$ cat config.mk
export PLATFORM = sky130hd
export DESIGN_NAME = ex_stage
export DESIGN_NICKNAME = d
export VERILOG_FILES = /design/src/rtl/ex_stage_pkg.sv /design/src/rtl/ex_stage_alu.sv /design/src/rtl/ex_stage.sv
export SDC_FILE = /design/constraint.sdc
export NUM_CORES = 1
export LEC_CHECK = 0
export CAP_MARGIN = 5
export CELL_PAD_IN_SITES_DETAIL_PLACEMENT = 1
export CELL_PAD_IN_SITES_GLOBAL_PLACEMENT = 2
export CORE_MARGIN = 2
export CORE_UTILIZATION = 30
export DETAILED_ROUTE_END_ITERATION = 7
export PLACE_DENSITY = 0.79
export SLEW_MARGIN = 20
export SYNTH_ARGS = -nofsm -noshare
export SYNTH_HDL_FRONTEND = slang
export SYNTH_SLANG_ARGS = --single-unit
$ cat constraint.sdc
create_clock -name clk -period 5.1 [get_ports clk]
set_clock_uncertainty 0.1 [all_clocks]
set_input_delay 0.765 -clock clk [delete_from_list [all_inputs] [get_ports clk]]
set_output_delay 0.765 -clock clk [all_outputs]
set_load 0.005 [all_outputs]
$ cat src/rtl/ex_stage_pkg.sv
// Shared definitions for the execute stage: ALU op encoding, datapath width,
// and the EX pipeline-register payload layout.
package ex_stage_pkg;

  localparam int DATA_W   = 32;
  localparam int ALU_OP_W = 12;
  localparam int RF_AW    = 5;

  // One-hot ALU op bit positions, shared with decode
  localparam int ALU_ADD  = 0;
  localparam int ALU_SUB  = 1;
  localparam int ALU_SLT  = 2;
  localparam int ALU_SLTU = 3;
  localparam int ALU_AND  = 4;
  localparam int ALU_NOR  = 5;
  localparam int ALU_OR   = 6;
  localparam int ALU_XOR  = 7;
  localparam int ALU_SLL  = 8;
  localparam int ALU_SRL  = 9;
  localparam int ALU_SRA  = 10;
  localparam int ALU_LUI  = 11;

  localparam logic [DATA_W-1:0] RESET_PC_DEF = 32'h1bffffff;

  typedef struct packed {
    logic [DATA_W-1:0]   pc;
    logic [ALU_OP_W-1:0] alu_op;
    logic [DATA_W-1:0]   src1;
    logic [DATA_W-1:0]   src2;
    logic [DATA_W-1:0]   rkd;
    logic                res_from_mem;
    logic                mem_we;
    logic                rf_we;
    logic [RF_AW-1:0]    rf_waddr;
  } es_payload_t;

  // Reset image of the payload: everything zero except the PC
  function automatic es_payload_t payload_reset(input logic [DATA_W-1:0] pc);
    es_payload_t p;
    p    = '0;
    p.pc = pc;
    return p;
  endfunction

endpackage

$ cat src/rtl/ex_stage_alu.sv
// Combinational 32-bit ALU driven by a one-hot op vector; an all-zero op
// vector yields zero because every lane is masked by its op bit.
module ex_stage_alu
  import ex_stage_pkg::*;
(
  input  logic [ALU_OP_W-1:0] alu_op,
  input  logic [DATA_W-1:0]   src1,
  input  logic [DATA_W-1:0]   src2,
  output logic [DATA_W-1:0]   result
);

  logic signed [DATA_W-1:0] src1_s;
  logic signed [DATA_W-1:0] src2_s;
  logic        [4:0]        shamt;
  logic        [DATA_W-1:0] add_res;
  logic        [DATA_W-1:0] sub_res;
  logic                     slt_bit;
  logic                     sltu_bit;
  logic        [DATA_W-1:0] sll_res;
  logic        [DATA_W-1:0] srl_res;
  logic signed [DATA_W-1:0] sra_res;

  assign src1_s   = src1;
  assign src2_s   = src2;
  assign shamt    = src2[4:0];

  assign add_res  = src1 + src2;
  assign sub_res  = src1 - src2;
  assign slt_bit  = src1_s < src2_s;
  assign sltu_bit = src1 < src2;
  assign sll_res  = src1 << shamt;
  assign srl_res  = src1 >> shamt;
  assign sra_res  = src1_s >>> shamt;

  always_comb begin
    result = '0;
    result = result | ({DATA_W{alu_op[ALU_ADD]}}  & add_res);
    result = result | ({DATA_W{alu_op[ALU_SUB]}}  & sub_res);
    result = result | ({DATA_W{alu_op[ALU_SLT]}}  & {{(DATA_W-1){1'b0}}, slt_bit});
    result = result | ({DATA_W{alu_op[ALU_SLTU]}} & {{(DATA_W-1){1'b0}}, sltu_bit});
    result = result | ({DATA_W{alu_op[ALU_AND]}}  & (src1 & src2));
    result = result | ({DATA_W{alu_op[ALU_NOR]}}  & ~(src1 | src2));
    result = result | ({DATA_W{alu_op[ALU_OR]}}   & (src1 | src2));
    result = result | ({DATA_W{alu_op[ALU_XOR]}}  & (src1 ^ src2));
    result = result | ({DATA_W{alu_op[ALU_SLL]}}  & sll_res);
    result = result | ({DATA_W{alu_op[ALU_SRL]}}  & srl_res);
    result = result | ({DATA_W{alu_op[ALU_SRA]}}  & sra_res);
    result = result | ({DATA_W{alu_op[ALU_LUI]}}  & src2);
  end

endmodule

$ cat src/rtl/ex_stage.sv
// Execute stage: valid/allowin pipeline register between decode and memory,
// single-cycle ALU, data-SRAM request and forwarding outputs for decode.
module ex_stage
  import ex_stage_pkg::*;
#(
  parameter logic [31:0] RESET_PC = RESET_PC_DEF
) (
  input  logic        clk,
  input  logic        resetn,

  input  logic        ds_to_es_valid,
  output logic        es_allowin,
  input  logic [31:0] ds_pc,
  input  logic [11:0] ds_alu_op,
  input  logic [31:0] ds_alu_src1,
  input  logic [31:0] ds_alu_src2,
  input  logic [31:0] ds_rkd_value,
  input  logic        ds_res_from_mem,
  input  logic        ds_mem_we,
  input  logic        ds_rf_we,
  input  logic [4:0]  ds_rf_waddr,

  input  logic        ms_allowin,
  output logic        es_to_ms_valid,
  output logic [31:0] es_pc,
  output logic        es_rf_we,
  output logic [4:0]  es_rf_waddr,
  output logic [31:0] es_alu_result,
  output logic        es_res_from_mem,

  output logic        data_sram_en,
  output logic [3:0]  data_sram_we,
  output logic [31:0] data_sram_addr,
  output logic [31:0] data_sram_wdata
);

  logic        vld_p0;
  es_payload_t pl_in;
  es_payload_t pl_p0;
  logic        es_ready_go;
  logic        es_accept;
  logic        sram_go;

  assign es_ready_go    = 1'b1;
  assign es_allowin     = !vld_p0 || (es_ready_go && ms_allowin);
  assign es_to_ms_valid = vld_p0 && es_ready_go;
  assign es_accept      = es_allowin && ds_to_es_valid;

  always_comb begin
    pl_in              = '0;
    pl_in.pc           = ds_pc;
    pl_in.alu_op       = ds_alu_op;
    pl_in.src1         = ds_alu_src1;
    pl_in.src2         = ds_alu_src2;
    pl_in.rkd          = ds_rkd_value;
    pl_in.res_from_mem = ds_res_from_mem;
    pl_in.mem_we       = ds_mem_we;
    pl_in.rf_we        = ds_rf_we;
    pl_in.rf_waddr     = ds_rf_waddr;
  end

  // Stage p0: decode -> EX register
  always_ff @(posedge clk) begin
    if (!resetn) begin
      vld_p0 <= 1'b0;
    end else if (es_allowin) begin
      vld_p0 <= ds_to_es_valid;
    end
  end

  // Payload holds while stalled so the request presented to SRAM is stable
  always_ff @(posedge clk) begin
    if (!resetn) begin
      pl_p0 <= payload_reset(RESET_PC);
    end else if (es_accept) begin
      pl_p0 <= pl_in;
    end
  end

  ex_stage_alu u_alu (
    .alu_op (pl_p0.alu_op),
    .src1   (pl_p0.src1),
    .src2   (pl_p0.src2),
    .result (es_alu_result)
  );

  assign es_pc           = pl_p0.pc;
  assign es_rf_waddr     = pl_p0.rf_waddr;
  // Gated by valid so a bubble's stale payload never matches in decode
  assign es_rf_we        = vld_p0 && pl_p0.rf_we;
  assign es_res_from_mem = vld_p0 && pl_p0.res_from_mem;

  // The request fires only on the cycle the instruction leaves EX, so a
  // stalled store writes once; reset assertion suppresses it immediately.
  assign sram_go         = resetn && vld_p0 && ms_allowin;
  assign data_sram_en    = sram_go && (pl_p0.res_from_mem || pl_p0.mem_we);
  assign data_sram_we    = {4{sram_go && pl_p0.mem_we}};
  assign data_sram_addr  = es_alu_result;
  assign data_sram_wdata = pl_p0.rkd;

endmodule

==> results by group <==
GRT
  • Largest net degree at the start of global routing: 100
  • Grt ovf: 0
  • Global Route Usage Sum: 26.9%
  • First-pass GRT wire length: 107 mm
  • Initial antenna violation count: 2
  • Vias in the first global route: 16726

Synthesis
  • Top-area cell type share of the netlist area: 19.6%
  • Synth area leaders: dfxtp_1 20%, nand2_1 9.3%, ha_1 8.0%
  • Part of the Yosys area used for sequential elements: 19.6%
  • Post-synth top area cell: dfxtp_1
  • Synth cell types: 85
  • Post-synth net total: 2304
  • Number of synthesized flops with an enable pin: 0
  • Syn Area/Cell: 7.42 µm²
  • Mapped Area: 15200 µm²
  • Synthesized instance count: 2053
  • Ys flop type: dfxtp_1
  • Yosys warnings: 0
  • Post-synthesis register bit count: 149
  • Asr flop ratio synth: 0%

Clock network
  • H-tree levels: 4
  • Sink Count: 149
  • Clock slew at reported path FFs: 0.07 ns
  • Clk_lat worst skew: 0.49 ns
  • CTS tree: done
  • Clk root buf: clkbuf_16
  • Clock buffers created by TritonCTS: 17
  • Cts hold-fix bufs: 0
  • Clock Path Buffers: 2

Power
  • Power Density: 245 nW/µm²
  • Pwr Total: 4.80 mW
  • Maximum vdd drop: 0.000258 V
  • Leak Pwr: 7.73 nW

Detailed routing
  • Vias: 16256
  • Vias per cell: 5.57
  • DRT Pass-1 Iters: 8
  • # DRC: 0
  • Final ANT Viol Nets: 0
  • Iter 0 DRT Violations: 1296
  • Final wirelength: 71.8 mm
  • Avg WL per Cell: 24.6 µm

Critical path
  • Critical path, cell by cell: ha_2, fa_2, a21o_1, a31oi_4, a211oi_2, o2111a_2, or4_4, nor2_4, o21ai_0, mux2i_1, a2111o_1, clkdlybuf4s50_1
  • CP delay by family, top: compound AO/OA/AOI/OAI gates
  • Startpoint types: flip-flop
  • CP Class: reg2out
  • Crit path buf inv count: 1
  • CP endpoint kind: output port
  • Slowest Stage Delay on Critical Path: 0.52 ns
  • Crit path required time: 4.24 ns
  • CP max FO: 8
  • CP arrival: 4.14 ns
  • Slowest-stage cell, CP: or4_4

Timing
  • Final hold violations: 0
  • Count of pins over their slew limit: 0
  • FMAX: 200 MHz
  • Fin crit share: 98.2%
  • Slew HR: 14.3%
  • Final setup violating endpoints: 0
  • Final min period: 5.01 ns
  • Final setup TNS: 0 ns
  • Worst slew pin tran: 1.27 ns

Floorplanning
  • Initial Util: 30.4%
  • Row cnt: 82
  • Die Height: 229 µm
  • I/O pin total: 294
  • Die ar.: 52600 µm²
  • Core Region: 50200 µm²
  • Die width: 229 µm

Layout
  • Layout fillers: 6030
  • Multi-input logic area: 10800 µm²
  • Commonest non-fill, non-tap cell in the layout: nand2_1
  • Layout area overhead: 28.8%
  • Reg area: 3000 µm²
  • Commonest cells after routing, fill and taps aside: 376 x nand2_1, 284 x clkdlybuf4s50_1, 149 x nor2_1
  • Layout Nets: 2485
  • Share of cells above drive strength 1: 13.5%

Placed design
  • Post-DP HPWL: 55.3 mm
  • Port-buffer cells: 293
  • Final Wtd Congestion: 0.992

Flow run
  • Max Cap Viol: 0

Hold path
  • Min-Delay Path Class: reg2reg

Run status
  • Status: complete, no violations
-- metrics by stage --
stage,worst slack [ns],hold WS (ns),cells,utilization (%),area [µm²]
2_1_floorplan,0.301,0.339,2053,-,15200
3_3_place_gp,0.184,0.349,2861,36.8,18400
3_5_place_dp,0.141,0.362,2861,36.8,18400
4_1_cts,0.000556,0.372,2897,38.3,19200
5_1_grt,-0.0251,0.397,2919,39.1,19600
6_report,0.0933,0.371,2920,39.1,19600
-- worst register-to-register path, cell delays in order (launching register included) --
cell	delay, ns
dfxtp_1	0.41
nand2b_1	0.17
nand2_4	0.58
buf_4	0.62
nand2_1	0.14
a21boi_0	0.21
-- cells in the mapped netlist, types with 16 or more instances --
cell and count:
buf_1 18, buf_4 108, nor3_1 25, dfxtp_1 149, nor2_1 151, clkbuf_1 121
inv_1 88, mux4_2 40, a21oi_1 115, a21boi_0 126, nand2_1 378, o21ai_1 24
a222oi_1 29, ha_1 97, o211ai_1 16, mux2i_1 79, o21ai_0 62, xnor2_1 38
buf_2 17, nand3_1 58, a211oi_1 23
-- path summary, 6_finish.rpt --
check | start | end | slack [ns] | depth (start not counted)
max | pl_p0[40] | es_alu_result[30] | 0.09 | 12
min | es_rf_waddr[3] | es_rf_waddr[3] | 0.37 | 2
max reg2reg | es_to_ms_valid | pl_p0[59] | 2.80 | 5
min reg2reg | es_rf_waddr[3] | es_rf_waddr[3] | 0.37 | 2
-- flip-flops by register name, summed over array words and instances (netlist names) --
register         flops
data_sram_wdata     32
es_pc               32
es_rf_waddr          5
es_to_ms_valid       1
pl_p0               79
-- layer usage --
| metal | global-route usage [%] | up-vias | wire length [µm] |
|---|---|---|---|
| met1 | 35.5 | 7994 | 31800 |
| met2 | 41.9 | 596 | 31900 |
| met5 | 0 | - | 30 |
| met4 | 11.7 | 4 | 3060 |
| li1 | - | 7534 | - |
| met3 | 5.80 | 128 | 5020 |
-- final cells by class --
cell class	instances	share of cell area (%)
antenna	1	0.0127
clock buffer	17	2.17
clock inverter	15	0.905
inverter	97	1.91
multi-input combinational	1543	55.2
sequential	149	15.3
tap	672	4.28
timing repair buffer	426	20.3
-- cells by family (layout without fill, tap and decap cells) --
kind of cell	after synthesis	count (layout)	synth area share [%]
AND/OR/NAND/NOR	702	702	19.7
AO/OA/AOI/OAI	568	568	26.4
buffers and inverters	361	555	11.7
flip-flops	149	149	19.6
multiplexers	128	128	11.8
adder cells (fa/ha/maj)	99	99	8.23
XOR/XNOR	46	46	2.64
other	0	1	0
-- report_power, final --
group | internal, mW | switching, mW
logic | 0.970 | 1.16
clock network | 0.663 | 0.696
registers | 1.24 | 0.0710
total | 2.87 | 1.93
-- what timing repair did --
item | in CTS | in global routing
buffers inserted | 4 | 22
gates resized for setup | 41 | 47
endpoints found under the setup margin | 36 | 36
endpoints found under the hold margin | 0 | 0
pin swaps | 12 | 21
Note: power is estimated with default switching activity, not from simulation.
